<file path="src/rtl/game_flow_if.sv">
// game_flow_if: inputs and status outputs of the game sequencer.
// The bench drives through master; the controller uses slave.
interface game_flow_if;
    logic       vsync;
    logic       btn_start;
    logic       btn_pause;
    logic       collision;
    logic       level_clear;
    logic       frame_pulse;
    logic       frame_tick;
    logic       game_reset;
    logic [1:0] lives;
    logic [2:0] state;
    logic       game_over;

    modport master (
        output vsync, btn_start, btn_pause, collision, level_clear,
        input  frame_pulse, frame_tick, game_reset, lives, state, game_over
    );

    modport slave (
        input  vsync, btn_start, btn_pause, collision, level_clear,
        output frame_pulse, frame_tick, game_reset, lives, state, game_over
    );
endinterface

</file>
<file path="src/rtl/game_flow_ctrl.sv">
// game_flow_ctrl: IDLE/READY/PLAY/PAUSE/HIT/OVER/WIN sequencer.
// Converts VSYNC into frame pulses and gates the movers' frame_tick.
module game_flow_ctrl #(
    parameter int LIVES_INIT   = 3,
    parameter int READY_FRAMES = 120,
    parameter int HIT_FRAMES   = 90,
    parameter int OVER_FRAMES  = 300
) (
    input logic         clk_pix,
    input logic         rstn,
    game_flow_if.slave  gf
);
    typedef enum logic [2:0] {IDLE, READY, PLAY, PAUSE, HIT, OVER, WIN} state_t;

    localparam logic [8:0] C_READY = 9'(READY_FRAMES - 1);
    localparam logic [8:0] C_HIT   = 9'(HIT_FRAMES - 1);
    localparam logic [8:0] C_OVER  = 9'(OVER_FRAMES - 1);
    localparam logic [1:0] C_LIVES = 2'(LIVES_INIT);

    state_t     r_state, w_state_n;
    logic [8:0] r_cnt, w_cnt_n;
    logic [1:0] r_lives, w_lives_n;
    logic       r_vs_d, r_start_d, r_pause_d;
    logic       r_fp, r_tick, r_start_rise, r_pause_rise;
    logic       r_gr_pulse, w_gr_pulse_n;
    logic       w_expire;

    assign w_expire = r_fp && (r_cnt == 9'd0);

    always_ff @(posedge clk_pix or negedge rstn) begin
        if (!rstn) begin
            r_vs_d       <= 1'b0;
            r_start_d    <= 1'b0;
            r_pause_d    <= 1'b0;
            r_fp         <= 1'b0;
            r_tick       <= 1'b0;
            r_start_rise <= 1'b0;
            r_pause_rise <= 1'b0;
            r_gr_pulse   <= 1'b0;
            r_state      <= IDLE;
            r_cnt        <= 9'd0;
            r_lives      <= C_LIVES;
        end else begin
            r_vs_d       <= gf.vsync;
            r_start_d    <= gf.btn_start;
            r_pause_d    <= gf.btn_pause;
            r_fp         <= gf.vsync & ~r_vs_d;
            r_tick       <= gf.vsync & ~r_vs_d & (r_state == PLAY);
            r_start_rise <= gf.btn_start & ~r_start_d;
            r_pause_rise <= gf.btn_pause & ~r_pause_d;
            r_gr_pulse   <= w_gr_pulse_n;
            r_state      <= w_state_n;
            r_cnt        <= w_cnt_n;
            r_lives      <= w_lives_n;
        end
    end

    // Every timed state overrides the free-running decrement with its own load on entry.
    always_comb begin
        w_state_n    = r_state;
        w_cnt_n      = (r_fp && r_cnt != 9'd0) ? r_cnt - 9'd1 : r_cnt;
        w_lives_n    = r_lives;
        w_gr_pulse_n = 1'b0;
        case (r_state)
            IDLE: if (r_start_rise) begin
                w_state_n = READY;
                w_cnt_n   = C_READY;
            end
            READY: if (w_expire) w_state_n = PLAY;
            PLAY: if (gf.collision) begin
                w_state_n = HIT;
                w_cnt_n   = C_HIT;
                w_lives_n = (r_lives == 2'd0) ? 2'd0 : r_lives - 2'd1;
            end else if (gf.level_clear) begin
                w_state_n = WIN;
            end else if (r_pause_rise) begin
                w_state_n = PAUSE;
            end
            PAUSE: if (r_pause_rise) w_state_n = PLAY;
            HIT: if (w_expire) begin
                w_state_n    = (r_lives == 2'd0) ? OVER : READY;
                w_cnt_n      = (r_lives == 2'd0) ? C_OVER : C_READY;
                w_gr_pulse_n = (r_lives != 2'd0);
            end
            OVER: if (r_start_rise || w_expire) begin
                w_state_n = IDLE;
                w_lives_n = C_LIVES;
            end
            WIN: if (r_start_rise) begin
                w_state_n    = READY;
                w_cnt_n      = C_READY;
                w_gr_pulse_n = 1'b1;
            end
            default: w_state_n = IDLE;
        endcase
    end

    assign gf.frame_pulse = r_fp;
    assign gf.frame_tick  = r_tick;
    assign gf.game_reset  = (r_state == IDLE) | r_gr_pulse;
    assign gf.lives       = r_lives;
    assign gf.state       = r_state;
    assign gf.game_over   = (r_state == OVER);
endmodule

</file>
<file path="src/flat_wrapper.sv">
// flat-port wrapper written by rule: the top's interface ports become plain ports
module game_flow_ctrl_flat 
#(
    parameter int LIVES_INIT   = 3,
    parameter int READY_FRAMES = 120,
    parameter int HIT_FRAMES   = 90,
    parameter int OVER_FRAMES  = 300
)
  (clk_pix, rstn, gf_vsync, gf_btn_start, gf_btn_pause, gf_collision, gf_level_clear, gf_frame_pulse, gf_frame_tick, gf_game_reset, gf_lives, gf_state, gf_game_over);
  game_flow_if gf_i ();
  input logic clk_pix;
  input logic rstn;
  input wire logic [$bits(gf_i.vsync)-1:0] gf_vsync;
  input wire logic [$bits(gf_i.btn_start)-1:0] gf_btn_start;
  input wire logic [$bits(gf_i.btn_pause)-1:0] gf_btn_pause;
  input wire logic [$bits(gf_i.collision)-1:0] gf_collision;
  input wire logic [$bits(gf_i.level_clear)-1:0] gf_level_clear;
  output wire logic [$bits(gf_i.frame_pulse)-1:0] gf_frame_pulse;
  output wire logic [$bits(gf_i.frame_tick)-1:0] gf_frame_tick;
  output wire logic [$bits(gf_i.game_reset)-1:0] gf_game_reset;
  output wire logic [$bits(gf_i.lives)-1:0] gf_lives;
  output wire logic [$bits(gf_i.state)-1:0] gf_state;
  output wire logic [$bits(gf_i.game_over)-1:0] gf_game_over;
  assign gf_i.vsync = gf_vsync;
  assign gf_i.btn_start = gf_btn_start;
  assign gf_i.btn_pause = gf_btn_pause;
  assign gf_i.collision = gf_collision;
  assign gf_i.level_clear = gf_level_clear;
  assign gf_frame_pulse = gf_i.frame_pulse;
  assign gf_frame_tick = gf_i.frame_tick;
  assign gf_game_reset = gf_i.game_reset;
  assign gf_lives = gf_i.lives;
  assign gf_state = gf_i.state;
  assign gf_game_over = gf_i.game_over;
  game_flow_ctrl #(.LIVES_INIT(LIVES_INIT), .READY_FRAMES(READY_FRAMES), .HIT_FRAMES(HIT_FRAMES), .OVER_FRAMES(OVER_FRAMES)) u_core (.clk_pix(clk_pix), .rstn(rstn), .gf(gf_i));
endmodule
</file>
<file path="config.mk">
export PLATFORM = sky130hd
export DESIGN_NAME = game_flow_ctrl_flat
export DESIGN_NICKNAME = d
export VERILOG_FILES = /design/src/rtl/game_flow_if.sv /design/src/rtl/game_flow_ctrl.sv /design/src/flat_wrapper.sv
export SDC_FILE = /design/constraint.sdc
export NUM_CORES = 1
export LEC_CHECK = 0
export ABC_AREA = 1
export CAP_MARGIN = 20
export CORE_AREA = 2 2 57 59
export CTS_BUF_LIST = sky130_fd_sc_hd__clkbuf_16
export DETAILED_ROUTE_END_ITERATION = 8
export DIE_AREA = 0 0 59 61
export GPL_ROUTABILITY_DRIVEN = 0
export SKIP_LAST_GASP = 1
export SLEW_MARGIN = 30
export SYNTH_ARGS = -nofsm -noshare
export SYNTH_HDL_FRONTEND = slang
export SYNTH_SLANG_ARGS = --single-unit
export TNS_END_PERCENT = 1
</file>
<file path="constraint.sdc">
create_clock -name clk_pix -period 2.6 [get_ports clk_pix]
set_input_delay 0.39 -clock clk_pix [delete_from_list [all_inputs] [get_ports clk_pix]]
set_output_delay 0.39 -clock clk_pix [all_outputs]
set_load 0.02 [all_outputs]
</file>
Yosys cells after proc, flatten, opt, wreduce, memory -nomap -nowiden

Cells that the tools add are included.
W data, S select, Z words.

Add/sub/neg operators: 2
Equality and inequality tests: 13
Reduce and logical (&&, ||, !) cells: 12
Bitwise operators: 8
Multiplexer cells: 23

Operator list:

| cell                  | count |
|---|---|
| $mux W9               | 5 |
| $mux W3               | 9 |
| $pmux W9 S3           | 1 |
| $pmux W3 S6           | 1 |
| $ne A2 B1 Y1 const B  | 5 |
| $eq A3 B3 Y1 const B  | 3 |
| $logic_not A9 Y1      | 1 |
| $reduce_bool A9 Y1    | 1 |
| $sub A9 B1 Y9 const B | 1 |
| $eq A3 B2 Y1 const B  | 2 |
| $mux W2               | 3 |
| $reduce_and A6 Y1     | 1 |
| $and A1 B1 Y1         | 4 |
| $ne A4 B3 Y1 const B  | 1 |
| $pmux W2 S2           | 1 |
| $reduce_bool A2 Y1    | 2 |
| $eq A3 B1 Y1 const B  | 1 |
| $logic_not A3 Y1      | 1 |
| $not A1 Y1            | 3 |
| $reduce_and A3 Y1     | 1 |
| $logic_and A1 B1 Y1   | 2 |
| $logic_not A2 Y1      | 1 |
| $mux W1               | 2 |
| $ne A2 B2 Y1 const B  | 1 |
| 5 further kinds       | 5 |

Bits in registers: 22
Output and inout port bits: 9

Logic depth before layout (Yosys ltp)

Depth after elaboration: 5
Gate-level depth with buffers: 11

Worst setup path after synthesis

OpenSTA, ideal clock, no wires.

Kind: reg-to-reg
Start point: register u_core.r_cnt[0]
End point: register u_core.r_cnt[4]
Buffers on the path: 0
Setup time: 0.127 ns
Required time: 2.473 ns
Stages on the path, launching flop included: 11
Data arrival time: 1.358 ns
Clock period less this slack: 1.485 ns
Path slack: 1.115 ns
Cell sequence: dfrtp_1 -> inv_1 -> ha_1 -> nand2_4 -> nor2_8 -> nand2_2 -> nand2_4 -> inv_4 -> nand2_1 -> nand2_1 -> nand3b_1

Word-level cells in the longest chain between the ends: 5

RTL lines:

| what                                                  | line                 | text |
|---|---|---|
| start, declared                                       | game_flow_ctrl.sv:21 | `logic [8:0] r_cnt, w_cnt_n;` |
| start signal, assigned                                | game_flow_ctrl.sv:53 | `r_cnt <= w_cnt_n;` |
| branches (longest 4 deep; another with $sub A9 B1 Y9) | --                   |  |
| $pmux W9 S3 *                                         | game_flow_ctrl.sv:64 | `case (r_state)` |
| via u_core.w_cnt_n[4]                                 | game_flow_ctrl.sv:21 |  |

Mark *: on every way through the listed nets, which the timed path passes.
A chain may end at the register's enable or synchronous reset.

Worst setup path after layout

Start point: register u_core.r_state[0], in the netlist u_core.gf.state[0]
End point: output gf_game_reset

Word-level cells in the longest chain between the ends: 2

RTL lines:

| what                   | line                  | text |
|---|---|---|
| start, declared        | game_flow_ctrl.sv:20  | `state_t r_state, w_state_n;` |
| start signal, assigned | game_flow_ctrl.sv:52  | `r_state <= w_state_n;` |
| $logic_not A3 Y1       | game_flow_ctrl.sv:100 | `assign gf.game_reset = (r_state == IDLE) \| r_gr_pulse;` |
| $or A1 B1 Y1           | game_flow_ctrl.sv:100 |  |
| end, declared          | flat_wrapper.sv:20    | `output wire logic [$bits(gf_i.game_reset)-1:0] gf_game_reset;` |

No other way between the ends.

==> flow_metrics.py <==
metrics = {
    "outcome": {
        "status": "completed",
    },
    "clock_network": {
        "numClockSinks": 22,
        "root_buffer": "clkbuf_16",
        "cts.clk_slew.worst_paths_ns": 0.06,
        "clk_path_buf_depth": 2,
        "clock_latency_ns": 0.25,
        "htreeDepth": 1,
        "hold_buffers": 0,
        "cts-resized-gates": 0,
        "cts_tree": "yes",
        "post_cts_buffers": 0,
        "cts_buffers": 3,
    },
    "finish": {
        "antennaDiodeCount": 0,
        "finish.utilization_pct": 53.14,
        "fill_cells": 289,
        "drive_gt1_share_pct": 13.98,
        "multi_input_area_um2": 638.1,
        "final-seq-area_um2": 553.0,
        "syn_to_final_growth_pct": 21.51,
        "nets": 195,
    },
    "floorplan": {
        "rows": 20,
        "die_w_um": 59,
        "start_util_pct": 43.73,
        "die_y_um": 61,
        "die_area_mm2": 0.003599,
        "ioPinCount": 16,
        "core-area_mm2": 0.002953,
    },
    "timing": {
        "final-setup-viol-count": 0,
        "hold_viol": 0,
        "maxClockFrequency_ghz": 0.4934,
        "finalCritPeriodShare_pct": 77.95,
        "worst_hold_slack_ns": 0.3926,
        "min_period_ns": 2.027,
        "skew_ns": 0.004075,
        "fin_setup_tns_ns": 0,
        "finalMaxSlewViolations": 0,
        "rsz0062_at_grt": "false",
        "worst_slew_pin_slew_ns": 0.3410,
        "slew-limit-headroom_pct": 77.14,
    },
    "power": {
        "vdd_ir_drop_max_mv": 0.5577,
        "p_switching_uw": 711.6,
        "p_int_uw": 992.3,
        "power_frac_clock_pct": 18.6,
        "p_per_area_mw_per_mm2": 1086,
        "seq_power_share_pct": 33.4,
        "power_switching_share_pct": 41.76,
        "comb_power_share_pct": 48.0,
        "power.leakage_nw": 0.8098,
    },
    "setup_path": {
        "crit_family": "buffers and inverters",
        "rr_worst_depth": 9,
        "r2r-start": "u_core.r_cnt[0]$_DFF_PN0_",
        "worstSetupStartpointType": "flop",
        "crit_fanout": 7,
        "setup.reg_to_reg.worst_slack_ns": 0.98,
        "required_ns": 2.21,
        "max_stage_delay_ns": 0.59,
        "worst-path-buf-inv": 2,
        "path_class": "reg -> out",
        "crit_path_end_kind": "primary output",
        "crit_path_cell_trace": "inv_2, nand3_1, nand2_1, clkdlybuf4s50_1",
        "reg2reg_to": "u_core.gf.state[0]$_DFFE_PN0P_",
        "cp_data_arrival_time_ns": 1.64,
        "cp_slowest_cell": "clkdlybuf4s50_1",
    },
    "global_route": {
        "grt_first_pass_wirelength_um": 4650,
        "antenna_found_initial": 0,
        "globalRouteOverflowTotal": 0,
        "grt_max_degree": 23,
        "grt_pass1_vias": 1064,
        "grt_usage_pct": 16.77,
    },
    "routing": {
        "ant_nets": 0,
        "drt_iter0_drc": 55,
        "first_pass_iters": 4,
        "wl_per_cell_um": 11.28,
        "drt_wl_total_um": 2471,
        "viasPerCell": 4.927,
        "drc_errors": 0,
        "vias": 1079,
    },
    "place": {
        "portBuffers": 15,
        "dp_hpwl_um": 1959,
    },
    "synthesis": {
        "yosys_warnings": 0,
        "syn-cell-area_mm2": 0.001291,
        "yosys.area.top_type": "dfrtp_1",
        "synth-seq-cells": 22,
        "ys_types": 29,
        "ys_seq_area_share_pct": 42.83,
        "syn_avg_cell_area_um2": 7.779,
        "synthCells": 166,
        "synth_top_area_share_pct": 38.76,
        "synth_area_leaders": "dfrtp_1, nand2_1, inv_1, nor2_1, dfstp_2",
        "syn-num-nets": 174,
    },
    "hold_path": {
        "min_from": "u_core.r_start_d$_DFF_PN0_",
        "holdPathStages": 1,
        "worstHoldEndpoint": "u_core.r_start_rise$_DFF_PN0_",
        "hp-class": "reg -> reg",
    },
    "flow_run": {
        "max-cap-violations": 0,
    },
}
==> cell usage in the layout (no fill, tap or decap), types with 4 or more instances in the layout <==
master	n
nand3_1	10
o21ai_1	9
clkdlybuf4s50_1	15
nand2_1	43
inv_1	21
nand2_2	4
dfrtp_1	20
inv_2	5
nor2_1	17
a21oi_1	4
==> flip-flops by register name, indices dropped and copies added, names as in the netlist <==
signal                 cells
u_core.gf.frame_pulse      1
u_core.gf.frame_tick       1
u_core.gf.lives            2
u_core.gf.state            3
u_core.r_cnt               9
u_core.r_gr_pulse          1
u_core.r_pause_d           1
u_core.r_pause_rise        1
u_core.r_start_d           1
u_core.r_start_rise        1
u_core.r_vs_d              1
==> metal layers <==
layer / vias up / routed length (um) / track usage, %
li1: 564 / - / -
met2: 17 / 1315 / 30.48
met4: 0 / 11 / 3.896
met1: 496 / 1068 / 20.85
met5: - / 0 / 0
met3: 2 / 75 / 2.772
==> power groups by stage <==
| stage | Combinational [mW] | Clock (mW) | Sequential, mW |
|---|---|---|---|
| after CTS | 0.827 | 0.330 | 0.569 |
| after floorplan | 0.570 | 0 | 0.596 |
| after global placement | 0.815 | 0 | 0.567 |
| final | 0.818 | 0.317 | 0.569 |
| after detailed placement | 0.821 | 0 | 0.573 |
| after global routing | 0.929 | 0.348 | 0.591 |
==> cell families (layout without fill, tap and decap cells) <==
logic type                 Yosys count  in the layout  share of synthesized area [%]
xor gates and xnor gates             6              6                          4.071
buffers and inverters               26             46                          7.752
and+or+nand+nor                     89             89                          34.69
DFF                                 22             22                          42.83
AOI/OAI and AO/OA                   22             22                          9.690
adders and majority gates            1              1                         0.9688
==> worst max path at each step <==
stage,to,cells past startpoint,slack [ns],startpoint
after floorplan,u_core.r_cnt[4]$_DFF_PN0_,10,1.11,u_core.r_cnt[0]$_DFF_PN0_
final,gf_game_reset,4,0.57,u_core.gf.state[0]$_DFFE_PN0P_
after global placement,gf_game_reset,4,0.87,u_core.gf.state[0]$_DFFE_PN0P_
after global routing,gf_game_over,3,0.44,u_core.gf.state[0]$_DFFE_PN0P_
after detailed placement,gf_game_reset,4,0.85,u_core.gf.state[0]$_DFFE_PN0P_
after CTS,gf_game_reset,4,0.57,u_core.gf.state[0]$_DFFE_PN0P_
==> cell usage after synthesis (all sizes together) <==
cell type	count
a21oi	4
dfrtp	20
dfstp	2
ha	1
inv	26
nand2	50
nand2b	1
nand3	11
nand3b	1
nand4	3
nor2	21
nor3	2
o21a	1
o21ai	13
o21bai	3
o22ai	1
xnor2	3
xor2	3
==> area by class of cell <==
cell class	count	area share [%]
timing repair buffer	16	10.05
tap	33	2.632
inverter	26	6.380
sequential	22	35.25
clock buffer	3	4.785
multi-input combinational	118	40.67
clock inverter	1	0.2392
==> metrics by stage <==
step / power (mW) / cell area (um2) / setup WS [ns] / cells
2_1_floorplan: 1.166 / 1291 / 1.115 / 166
3_3_place_gp: 1.382 / 1490 / 0.8698 / 215
3_5_place_dp: 1.394 / 1490 / 0.8537 / 215
4_1_cts: 1.727 / 1569 / 0.5714 / 219
5_1_grt: 1.869 / 1569 / 0.4391 / 219
6_report: 1.704 / 1569 / 0.5734 / 219
(Power assumes the default switching activity.)
